### src/rtl/fifo_flags_if.sv
// Bus interface for fifo_flags.
// master: producer/consumer side. It drives we/din/re and observes data, flags and count.
// slave:  FIFO side. It accepts requests and drives dout, dout_valid, flags and count.
interface fifo_flags_if #(
  parameter int unsigned DATA_WIDTH = 8,
  parameter int unsigned ADDR_WIDTH = 4
);
  logic                  we;
  logic [DATA_WIDTH-1:0] din;
  logic                  re;
  logic [DATA_WIDTH-1:0] dout;
  logic                  dout_valid;
  logic                  empty;
  logic                  full;
  logic                  almost_empty;
  logic                  almost_full;
  logic [ADDR_WIDTH:0]   count;
  logic                  overflow;
  logic                  underflow;

  modport master (
    output we, din, re,
    input  dout, dout_valid, empty, full, almost_empty, almost_full,
           count, overflow, underflow
  );

  modport slave (
    input  we, din, re,
    output dout, dout_valid, empty, full, almost_empty, almost_full,
           count, overflow, underflow
  );
endinterface

### src/rtl/fifo_flags.sv
// Parametrised synchronous FIFO with occupancy count, almost flags,
// a read-data valid strobe and sticky overflow/underflow error flags.
// Ports:
//   clk  - single clock, rising edge
//   rst  - synchronous active-high reset
//   bus  - fifo_flags_if.slave. Inputs are we, din and re. Outputs are dout,
//          dout_valid, empty, full, almost_empty, almost_full, count,
//          overflow and underflow.
module fifo_flags #(
  parameter int unsigned DATA_WIDTH = 8,
  parameter int unsigned ADDR_WIDTH = 4,
  parameter int unsigned AF_LEVEL   = (2 ** ADDR_WIDTH) - 2,
  parameter int unsigned AE_LEVEL   = 2
) (
  input logic          clk,
  input logic          rst,
  fifo_flags_if.slave  bus
);

  localparam int unsigned DEPTH = 2 ** ADDR_WIDTH;
  localparam int unsigned CW    = ADDR_WIDTH + 1;

  logic [DATA_WIDTH-1:0] mem [DEPTH];
  logic [ADDR_WIDTH-1:0] w_ptr;
  logic [ADDR_WIDTH-1:0] r_ptr;
  logic [CW-1:0]         count_q;
  logic [CW-1:0]         count_d;
  logic [DATA_WIDTH-1:0] dout_q;
  logic                  dout_valid_q;
  logic                  overflow_q;
  logic                  underflow_q;
  logic                  empty_c;
  logic                  full_c;
  logic                  wr_ok;
  logic                  re_ok;

  // Accept logic and next count.
  // When the FIFO is full, a write is still accepted if a read frees a slot
  // in the same cycle.
  always_comb begin
    empty_c = (count_q == '0);
    full_c  = (count_q == CW'(DEPTH));
    re_ok   = bus.re && !empty_c;
    wr_ok   = bus.we && (!full_c || re_ok);
    count_d = count_q;
    case ({wr_ok, re_ok})
      2'b10:   count_d = count_q + CW'(1);
      2'b01:   count_d = count_q - CW'(1);
      default: count_d = count_q;
    endcase
  end

  // Pointers, count, read data and sticky error flags.
  always_ff @(posedge clk) begin
    if (rst) begin
      w_ptr        <= '0;
      r_ptr        <= '0;
      count_q      <= '0;
      dout_q       <= '0;
      dout_valid_q <= 1'b0;
      overflow_q   <= 1'b0;
      underflow_q  <= 1'b0;
    end else begin
      count_q      <= count_d;
      dout_valid_q <= re_ok;
      if (wr_ok) w_ptr <= w_ptr + ADDR_WIDTH'(1);
      if (re_ok) begin
        r_ptr  <= r_ptr + ADDR_WIDTH'(1);
        dout_q <= mem[r_ptr];
      end
      if (bus.we && !wr_ok) overflow_q  <= 1'b1;
      if (bus.re && !re_ok) underflow_q <= 1'b1;
    end
  end

  // Storage is not reset.
  // On a simultaneous read and write at full, both pointers address the same slot.
  // The read samples the old entry before the write lands.
  always_ff @(posedge clk) begin
    if (!rst && wr_ok) mem[w_ptr] <= bus.din;
  end

  assign bus.dout         = dout_q;
  assign bus.dout_valid   = dout_valid_q;
  assign bus.count        = count_q;
  assign bus.empty        = empty_c;
  assign bus.full         = full_c;
  assign bus.almost_empty = (count_q <= CW'(AE_LEVEL));
  assign bus.almost_full  = (count_q >= CW'(AF_LEVEL));
  assign bus.overflow     = overflow_q;
  assign bus.underflow    = underflow_q;

endmodule

### src/flat_wrapper.sv
// flat-port wrapper written by rule: the top's interface ports become plain ports
module fifo_flags_flat 
#(
  parameter int unsigned DATA_WIDTH = 8,
  parameter int unsigned ADDR_WIDTH = 4,
  parameter int unsigned AF_LEVEL   = (2 ** ADDR_WIDTH) - 2,
  parameter int unsigned AE_LEVEL   = 2
)
  (clk, rst, bus_we, bus_din, bus_re, bus_dout, bus_dout_valid, bus_empty, bus_full, bus_almost_empty, bus_almost_full, bus_count, bus_overflow, bus_underflow);
  fifo_flags_if #(.DATA_WIDTH(DATA_WIDTH), .ADDR_WIDTH(ADDR_WIDTH)) bus_i ();
  input logic clk;
  input logic rst;
  input wire logic [$bits(bus_i.we)-1:0] bus_we;
  input wire logic [$bits(bus_i.din)-1:0] bus_din;
  input wire logic [$bits(bus_i.re)-1:0] bus_re;
  output wire logic [$bits(bus_i.dout)-1:0] bus_dout;
  output wire logic [$bits(bus_i.dout_valid)-1:0] bus_dout_valid;
  output wire logic [$bits(bus_i.empty)-1:0] bus_empty;
  output wire logic [$bits(bus_i.full)-1:0] bus_full;
  output wire logic [$bits(bus_i.almost_empty)-1:0] bus_almost_empty;
  output wire logic [$bits(bus_i.almost_full)-1:0] bus_almost_full;
  output wire logic [$bits(bus_i.count)-1:0] bus_count;
  output wire logic [$bits(bus_i.overflow)-1:0] bus_overflow;
  output wire logic [$bits(bus_i.underflow)-1:0] bus_underflow;
  assign bus_i.we = bus_we;
  assign bus_i.din = bus_din;
  assign bus_i.re = bus_re;
  assign bus_dout = bus_i.dout;
  assign bus_dout_valid = bus_i.dout_valid;
  assign bus_empty = bus_i.empty;
  assign bus_full = bus_i.full;
  assign bus_almost_empty = bus_i.almost_empty;
  assign bus_almost_full = bus_i.almost_full;
  assign bus_count = bus_i.count;
  assign bus_overflow = bus_i.overflow;
  assign bus_underflow = bus_i.underflow;
  fifo_flags #(.DATA_WIDTH(DATA_WIDTH), .ADDR_WIDTH(ADDR_WIDTH), .AF_LEVEL(AF_LEVEL), .AE_LEVEL(AE_LEVEL)) u_core (.clk(clk), .rst(rst), .bus(bus_i));
endmodule
### config.mk
export PLATFORM = sky130hd
export DESIGN_NAME = fifo_flags_flat
export DESIGN_NICKNAME = d
export VERILOG_FILES = /design/src/rtl/fifo_flags_if.sv /design/src/rtl/fifo_flags.sv /design/src/flat_wrapper.sv
export SDC_FILE = /design/constraint.sdc
export NUM_CORES = 1
export LEC_CHECK = 0
export ABC_AREA = 1
export CORE_ASPECT_RATIO = 1.5
export CORE_UTILIZATION = 30
export DETAILED_ROUTE_END_ITERATION = 16
export GPL_TIMING_DRIVEN = 0
export PLACE_DENSITY = 0.44
export SLEW_MARGIN = 20
export SYNTH_ARGS = -nofsm -noshare
export SYNTH_HDL_FRONTEND = slang
export SYNTH_SLANG_ARGS = --single-unit
### constraint.sdc
create_clock -name clk -period 5.2 [get_ports clk]
set_input_delay 1.56 -clock clk [delete_from_list [all_inputs] [get_ports clk]]
set_output_delay 1.56 -clock clk [all_outputs]
set_load 0.01 [all_outputs]
After elaboration in Yosys (flattened, before gate mapping)
Memories as Yosys holds them, arrays and structs flattened. A register that Yosys moved wholly into a read port is not among the register bits.
Cells that the tools add are included.
W data, S select, Z words.
{"block": "classes", "order_cmp": 2, "reduce_logical": 13, "add_sub_neg": 4, "eq_ne": 3, "n_mux": 3}
{"operator": "$pmux W5 S2", "n": 1}
{"operator": "$add A4 B1 Y4 const B", "n": 2}
{"operator": "$add A5 B1 Y5 const B", "n": 1}
{"operator": "$eq A5 B5 Y1 const B", "n": 1}
{"operator": "$ge A5 B4 Y1 const B", "n": 1}
{"operator": "$le A5 B2 Y1 const B", "n": 1}
{"operator": "$logic_and A1 B1 Y1", "n": 5}
{"operator": "$logic_not A1 Y1", "n": 5}
{"operator": "$logic_not A5 Y1", "n": 1}
{"operator": "$sub A5 B1 Y5 const B", "n": 1}
{"operator": "$eq A2 B1 Y1 const B", "n": 1}
{"operator": "$eq A2 B2 Y1 const B", "n": 1}
{"operator": "$mux W1", "n": 2}
{"operator": "$reduce_bool A2 Y1", "n": 1}
{"operator": "$logic_or A1 B1 Y1", "n": 1}
{"block": "word_totals", "ram_bits": 128, "wordCells": 32, "n_memories": 1, "reg_bits": 16, "inputBits": 12}
{"name": "u_core.mem", "depth": 16, "width": 8, "read_ports": 1, "rd_ports_with_merged_regs": 1, "write_ports": 1, "line_no": "fifo_flags.sv:23", "rtl": "logic [DATA_WIDTH-1:0] mem [DEPTH];"}

Longest topological paths before layout
Gate-level depths: netlist (run 1).
{"block": "logic_depth", "ltp_word": 8, "mapped_depth": 14, "depth_no_buf": 14}

Worst setup path after synthesis (run 1)
No wires, ideal clock.
{"block": "synth_timing", "path_type": "input to register", "startpoint": "input port bus_re", "endpoint": "register u_core.count_q[4], in the netlist u_core.bus.count[4]", "required_ns": 5.068, "arrival_time_ns": 2.954, "path_buffers": 1, "setup_slack_ns": 2.114, "stages": 11, "setup_ns": 0.132, "path_cell_list": "nand2_4 inv_2 buf_2 ha_1 fa_1 a21oi_1 nor2_1 o21bai_1 nand2_1 nand2_1 a21oi_1"}
{"block": "synth_via", "elab_chain_len": 5, "elab_cells_between_ends": 7}
{"element": "start: declaration", "line_no": "flat_wrapper.sv:15", "rtl": "input wire logic [$bits(bus_i.re)-1:0] bus_re;"}
{"element": "$logic_and A1 B1 Y1 (*)", "line_no": "fifo_flags.sv:43", "rtl": "re_ok = bus.re && !empty_c;"}
{"element": "net u_core.re_ok", "line_no": "fifo_flags.sv:35", "rtl": "logic re_ok;"}
{"element": "$logic_or A1 B1 Y1", "line_no": "fifo_flags.sv:44", "rtl": "wr_ok = bus.we && (!full_c || re_ok);"}
{"element": "$logic_and A1 B1 Y1", "line_no": "fifo_flags.sv:44"}
{"element": "$eq A2 B1 Y1 / $eq A2 B2 Y1 (equally long branches)", "line_no": "fifo_flags.sv:46", "rtl": "case ({wr_ok, re_ok})"}
{"element": "$pmux W5 S2 / $reduce_bool A2 Y1 (equally long branches)"}
{"element": "end signal: assignment", "line_no": "fifo_flags.sv:64", "rtl": "count_q <= count_d;"}
{"element": "end: declaration", "line_no": "fifo_flags.sv:26", "rtl": "logic [CW-1:0] count_q;"}
The timed path passes the listed nets; every way through them passes the cells marked *.
A chain may end at the register's enable or synchronous reset.

Worst setup path after layout (run 1)
{"block": "layout_timing", "startpoint": "input port bus_re", "endpoint": "register u_core.count_q[3], in the netlist u_core.bus.count[3]"}
The elaborated chain is that of the path after synthesis.

==> results of run 1 <==
[cells by family after synthesis]
kind of cell               share of synthesized area, %
buffers and inverters                              7.76
xor gates and xnor gates                          0.785
DFF                                                64.6
and+or+nand+nor                                    23.0
AOI/OAI and AO/OA                                  1.83
adders and majority gates                          1.98
[power groups by stage]
stage	Combinational, mW	Clock [mW]	Sequential (mW)
finish	1.08	1.26	1.44
global route	1.20	1.33	1.45
CTS	1.10	1.28	1.44
detailed placement	1.09	0	1.47
global placement	1.08	0	1.47
floorplan	0.641	0	1.48
[synthesized netlist by cell type]
library cell	n
nand2_4	2
dfxtp_1	24
inv_1	85
nand4_2	1
inv_4	1
fa_1	1
ha_1	9
nor2_2	1
clkinv_1	2
buf_6	2
nand2_1	212
buf_2	14
buf_4	8
a2111oi_0	1
inv_2	3
nand2_2	5
nor2_1	46
buf_1	1
xor2_1	6
nand3_1	100
a21oi_1	12
a31oi_1	1
o21ai_0	8
edfxtp_1	128
clkbuf_1	5
o21bai_1	1
[worst max-delay path: stages]
cell             delay [ns]
clkdlybuf4s50_1        0.54
nand2_4                0.12
inv_2                  0.08
buf_2                  0.25
ha_1                   0.35
ha_1                   0.33
a21oi_1                0.16
nand2_1                0.07
xor2_1                 0.14
o21ai_0                0.16
inv_1                  0.06
[layout make-up]
| type | instances | area [um^2] |
|---|---|---|
| plain buffers | 30 | 175 |
| clock buffers | 18 | 429 |
| clock inverters | 14 | 178 |
| fillers | 2251 | 13900 |
| inverters | 91 | 344 |
| multi-input cells | 406 | 1850 |
| flip-flops and latches | 152 | 4320 |
| well taps | 272 | 340 |
| repair buffers | 30 | 300 |
[how the worst min path moves through the flow]
stage / cells after the start / slack [ns] / start / to
finish: 2 / 0.48 / u_core.bus.overflow$_SDFFE_PP0P_ / u_core.bus.overflow$_SDFFE_PP0P_
global route: 2 / 0.51 / u_core.bus.overflow$_SDFFE_PP0P_ / u_core.bus.overflow$_SDFFE_PP0P_
CTS: 2 / 0.48 / u_core.bus.overflow$_SDFFE_PP0P_ / u_core.bus.overflow$_SDFFE_PP0P_
detailed placement: 2 / 0.47 / u_core.bus.overflow$_SDFFE_PP0P_ / u_core.bus.overflow$_SDFFE_PP0P_
global placement: 2 / 0.45 / u_core.bus.underflow$_SDFFE_PP0P_ / u_core.bus.underflow$_SDFFE_PP0P_
floorplan: 2 / 0.47 / u_core.w_ptr[3]$_SDFFE_PP0P_ / u_core.w_ptr[3]$_SDFFE_PP0P_
[flip-flops by register name (all words and copies together), names as in the netlist]
| name | count |
|---|---|
| u_core.bus.count | 5 |
| u_core.bus.dout | 8 |
| u_core.bus.dout_valid | 1 |
| u_core.bus.overflow | 1 |
| u_core.bus.underflow | 1 |
| u_core.mem | 128 |
| u_core.r_ptr | 4 |
| u_core.w_ptr | 4 |
[layer usage]
metal | track usage [%] | up-vias | wire (um)
li1 | - | 2299 | -
met5 | 0 | - | 0
met1 | 18.4 | 2206 | 7080
met4 | 7.76 | 0 | 484
met2 | 28.4 | 90 | 8920
met3 | 3.17 | 25 | 488
==> results by group, run 1 <==
Timing
  • Final min period: 3.49 ns
  • Hold Fails Final Rpt: 0
  • Final setup vio count: 0
  • Worst-margin pin slew: roughly 0.93 ns
  • WHS: between 0.4 and 0.5 ns
  • Slew Limit Fails: 0
  • Setup_tns: 0 ns
  • Max-slew headroom: a little under two fifths
  • Worst Skew: about 0.01 ns
  • Fin crit share: approximately 67%
  • Fin worst setup slack: around 1.7 ns
  • RSZ-0062 raised after global routing: no
  • Peak Freq: around 290 MHz

Place
  • Post-DP HPWL: 12100 um
  • Cell count after placement: between 900 and 1000
  • Dpl cell area: ~0.0073 mm^2
  • Final RePlAce weighted congestion: 0.799
  • Port bufs: 30
  • Pre-CTS setup slack: 1.26 ns

Pwr
  • Sequential share of power: between 30% and 40%
  • Comb pwr share: 28.5%
  • Peak supply drop: around 0.00031 V
  • Sw frac: about a third
  • Power Density: between 400 and 500 mW/mm^2
  • Leakage Power: roughly 3.3 nW
  • Part of the power in the clock network: between 30% and 40%
  • Power Total: about 3.8 mW
  • P_int: around 2.5 mW
  • NetSw: 1.23 mW

CTS
  • Root Buffer: clkbuf_16
  • Deepest clock path buffer count: 2
  • Cts repair resizes: 0
  • Post-CTS setup repair buffer count: 0
  • Skew-Pair Late Insertion Delay: 0.43 ns
  • Clock Sinks: between 150 and 200
  • Clock transition at the registers of the reported paths: 0.06 ns
  • CTS tree: built
  • Htree depth: 4
  • CTS Hold Bufs: 0
  • Inserted Clock Buffers: 17

Status
  • Status: complete, no violations

Synth
  • Main area contributors after synthesis: edfxtp_1, nand2_1, nand3_1
  • Top cell type's share of synthesized area: 57.4%
  • Netlist Area Pre-Place: 0.00669 mm^2
  • Ys Warns: 0
  • Yosys reg bits: around 150
  • Mapped Cells: about 680
  • Post-synth cell types: 26
  • Yosys top cell by area: edfxtp_1
  • Sequential area share after synthesis: approximately 65%
  • Post-synth net total: 701
  • Post-Syn Area per Cell: slightly below 10 um^2

Critical path
  • Crit start category: input pin
  • Worst Path Arrival: ~3.8 ns
  • Crit path to: u_core.bus.count[3]$_SDFFE_PP0P_
  • Type of the worst setup path: input pin to flop
  • End of the worst register-to-register path: u_core.bus.count[4]$_SDFFE_PP0P_
  • Worst r2r path cells: 13
  • Crit path capture type: flop
  • Worst Path Max Fanout: 10
  • Reg2reg setup slack: 2.65 ns
  • CP Data Required Time: between 5 and 6 ns
  • Worst R2R Start: u_core.bus.count[1]$_SDFFE_PP0P_
  • Critical Path Start: bus_re

Layout
  • Layout Cells excl Fill: about 1000
  • Layout area overhead: 18.6%
  • Antenna Cells: 0
  • Final core occ: 36.4%
  • Final net count: 750
  • Commonest cells after routing, fill and taps aside: nand2_1, edfxtp_1, nand3_1
  • Final Cell Area: a little under 0.008 mm^2
  • Commonest non-fill, non-tap cell in the layout: nand2_1
  • Layout cell share with drive strength beyond 1: ~9%

Route
  • Final ANT Viol Nets: 0
  • DRC Markers: 0
  • Via count: approximately 4600
  • Routed len/inst: around 17 um
  • Drt pass-1 iters: 5
  • Final Routed Wirelength: about 17000 um
  • Starting DRT DRC Count: 279
  • Via density: roughly 4.6

Die
  • Die Span X: around 120 um
  • Die ar.: around 0.023 mm^2
  • Row count: 66
  • I/O Pins: 32
  • Core area: 0.0218 mm^2
  • Initial Util: around 31%
  • Die height: ~180 um

Worst hold path
  • Tightest Hold Check Type: flop to flop

Global routing
  • First-pass GRT wire length: 26300 um
  • Gr usage total: between 10% and 20%
  • Largest net degree at the start of global routing: 17
  • Vias in the first global route: ~4600
  • Initial antenna violation count: 0
  • Congestion Overflow GR: 0

Flow run
  • Max Cap Viol: 0
No activity file was read; power rests on OpenSTA's default activity.
==> run 2: changes to the inputs <==
Settings changed: PLACE_DENSITY 0.44 to 0.46.
Clock period 5.2 ns to 3 ns, I/O delays scaled along.
==> results by group, run 2 (synthesis results as in run 1) <==
Status
  • Status: complete, no violations

Critical path
  • Worst R2R Start: u_core.bus.count[1]$_SDFFE_PP0P_
  • CP Data Required Time: approximately 3.4 ns
  • Critical Path Start: bus_re
  • Reg2reg setup slack: 0.44 ns
  • Crit-path cells: clkdlybuf4s50_1, nand2_4, inv_2, buf_2, ha_1, ha_1, a21oi_1, nor2_1, nor2_1, nand2_1, nand2_1, nand2_1, a21oi_1
  • Worst Path Arrival: 3.18 ns
  • Crit-path max cell delay: approximately 0.54 ns
  • Type of the worst setup path: input pin to flop
  • Worst Path Max Fanout: 10
  • Worst r2r path cells: 14
  • Crit start category: input pin
  • End of the worst register-to-register path: u_core.bus.count[4]$_SDFFE_PP0P_
  • CP most frequent cell: nand2_1
  • Crit path capture type: flop
  • CP max stage cell: clkdlybuf4s50_1

CTS
  • Clock transition at the registers of the reported paths: roughly 0.06 ns
  • Cts repair resizes: 0
  • Skew-Pair Late Insertion Delay: ~0.43 ns
  • Root Buffer: clkbuf_16
  • CTS tree: built
  • Htree depth: 4
  • Deepest clock path buffer count: 2
  • CTS Hold Bufs: 0
  • Inserted Clock Buffers: 17
  • Post-CTS setup repair buffer count: 0
  • Clock Sinks: between 150 and 200

Layout
  • Layout cell share with drive strength beyond 1: approximately 9%
  • Antenna Cells: 0
  • Multi-input logic area: roughly 0.0018 mm^2
  • Final net count: 750
  • Final Cell Area: roughly 0.008 mm^2
  • Most flops, register: u_core.mem
  • Commonest cells after routing, fill and taps aside: nand2_1, edfxtp_1, nand3_1
  • Layout fillers: between 2000 and 2500
  • Sequential Area: 0.00432 mm^2
  • Max reg flops: around 130
  • Commonest non-fill, non-tap cell in the layout: nand2_1
  • Final core occ: between 30% and 40%
  • Layout Cells excl Fill: just over 1000
  • Layout area overhead: 18.8%

Pwr
  • Peak supply drop: about 0.0005 V
  • Power Total: about 6.5 mW
  • Power Density: slightly above 800 mW/mm^2
  • Leakage Power: approximately 3.3 nW

Place
  • Dpl cell area: ~0.0073 mm^2
  • Cell count after placement: ~980
  • Post-DP HPWL: ~12000 um
  • Port bufs: 30
  • Final RePlAce weighted congestion: a little over 0.8

Die
  • Core area: between 0.02 and 0.025 mm^2
  • Die ar.: approximately 0.023 mm^2
  • Die height: about 180 um
  • Initial Util: 30.7%
  • Die Span X: 124 um
  • I/O Pins: 32
  • Row count: 66

Route
  • Via count: 4554
  • Starting DRT DRC Count: approximately 150
  • Final Routed Wirelength: about 17000 um
  • Via density: approximately 4.5
  • Final ANT Viol Nets: 0
  • Drt pass-1 iters: 5
  • Routed len/inst: ~17 um
  • DRC Markers: 0

Timing
  • Final setup vio count: 0
  • Hold Fails Final Rpt: 0
  • Max-slew headroom: a little under half
  • Worst-margin pin slew: 0.801 ns
  • Slew Limit Fails: 0
  • RSZ-0062 raised after global routing: no
  • Peak Freq: between 300 and 400 MHz
  • Final min period: 2.82 ns
  • Setup_tns: 0 ns
  • Fin crit share: a little over nine tenths
  • Worst Skew: between 0.01 and 0.015 ns

Worst hold path
  • Tightest Hold Check Type: flop to flop
  • Worst hold stages: 2
  • Worst Min Path Start: u_core.bus.underflow$_SDFFE_PP0P_
  • WHS Endpoint: u_core.bus.underflow$_SDFFE_PP0P_

Global routing
  • Congestion Overflow GR: 0
  • Largest net degree at the start of global routing: 17
  • Gr usage total: between 15 and 20%
  • Initial antenna violation count: 0
  • Vias in the first global route: ~4700
  • First-pass GRT wire length: 26800 um

Flow run
  • Max Cap Viol: 0
## run 2: cell types whose count changed in the layout (fill, tap and decap cells not counted), sizes merged
cell	delta
bufinv	-1
clkbuf	+2
clkinv	-1
clkinvlp	-3
inv	+3
## run 2: layer usage
metal / GRT usage [%] / up-vias / part of all wire, % / wire, um
met4: 9.29 / 0 / 4.0 / 678
met1: 18.1 / 2154 / 41 / 6950
li1: - / 2301 / - / -
met5: 0 / - / 0 / 0
met3: 2.65 / 31 / 2.0 / 343
met2: 29.1 / 68 / 53 / 8960
## run 2: power breakdown
part           internal [mW]  switching (mW)
Sequential              2.41          0.0998
Combinational          0.684            1.15
Clock                   1.33           0.859
## run 2: worst max-delay path, delay by kind of cell
kind / cells / cell delay, ns
buf+inv: 3 / 0.86
fa+ha+maj: 2 / 0.67
simple gates: 6 / 0.44
compound gates: 2 / 0.30
## run 2: how the worst max path moves through the flow
stage / to / slack [ns] / cells past startpoint
final: u_core.bus.count[4]$_SDFFE_PP0P_ / 0.18 / 13
after global routing: u_core.bus.count[4]$_SDFFE_PP0P_ / 0.03 / 13
after CTS: bus_almost_empty / 0.13 / 2
after detailed placement: u_core.bus.count[4]$_SDFFE_PP0P_ / -0.26 / 12
after global placement: u_core.bus.count[4]$_SDFFE_PP0P_ / -0.19 / 12
after floorplan: u_core.bus.count[4]$_SDFFE_PP0P_ / 0.57 / 11
## run 2: cell type report
type                            count  area share [%]
Inverter                           91            4.33
Buffer                             30            2.20
Sequential cell                   152            54.4
Tap cell                          272            4.28
Clock inverter                     12            1.73
Multi-Input combinational cell    406            23.3
Timing Repair Buffer               30            3.78
Clock buffer                       20            6.03
## run 2: per-stage QoR
stage               hold slack, ns  worst slack [ns]
floorplan                    0.466             0.574
global placement             0.454            -0.185
detailed placement           0.460            -0.265
CTS                          0.479             0.135
global route                 0.515            0.0260
finish                       0.476             0.178
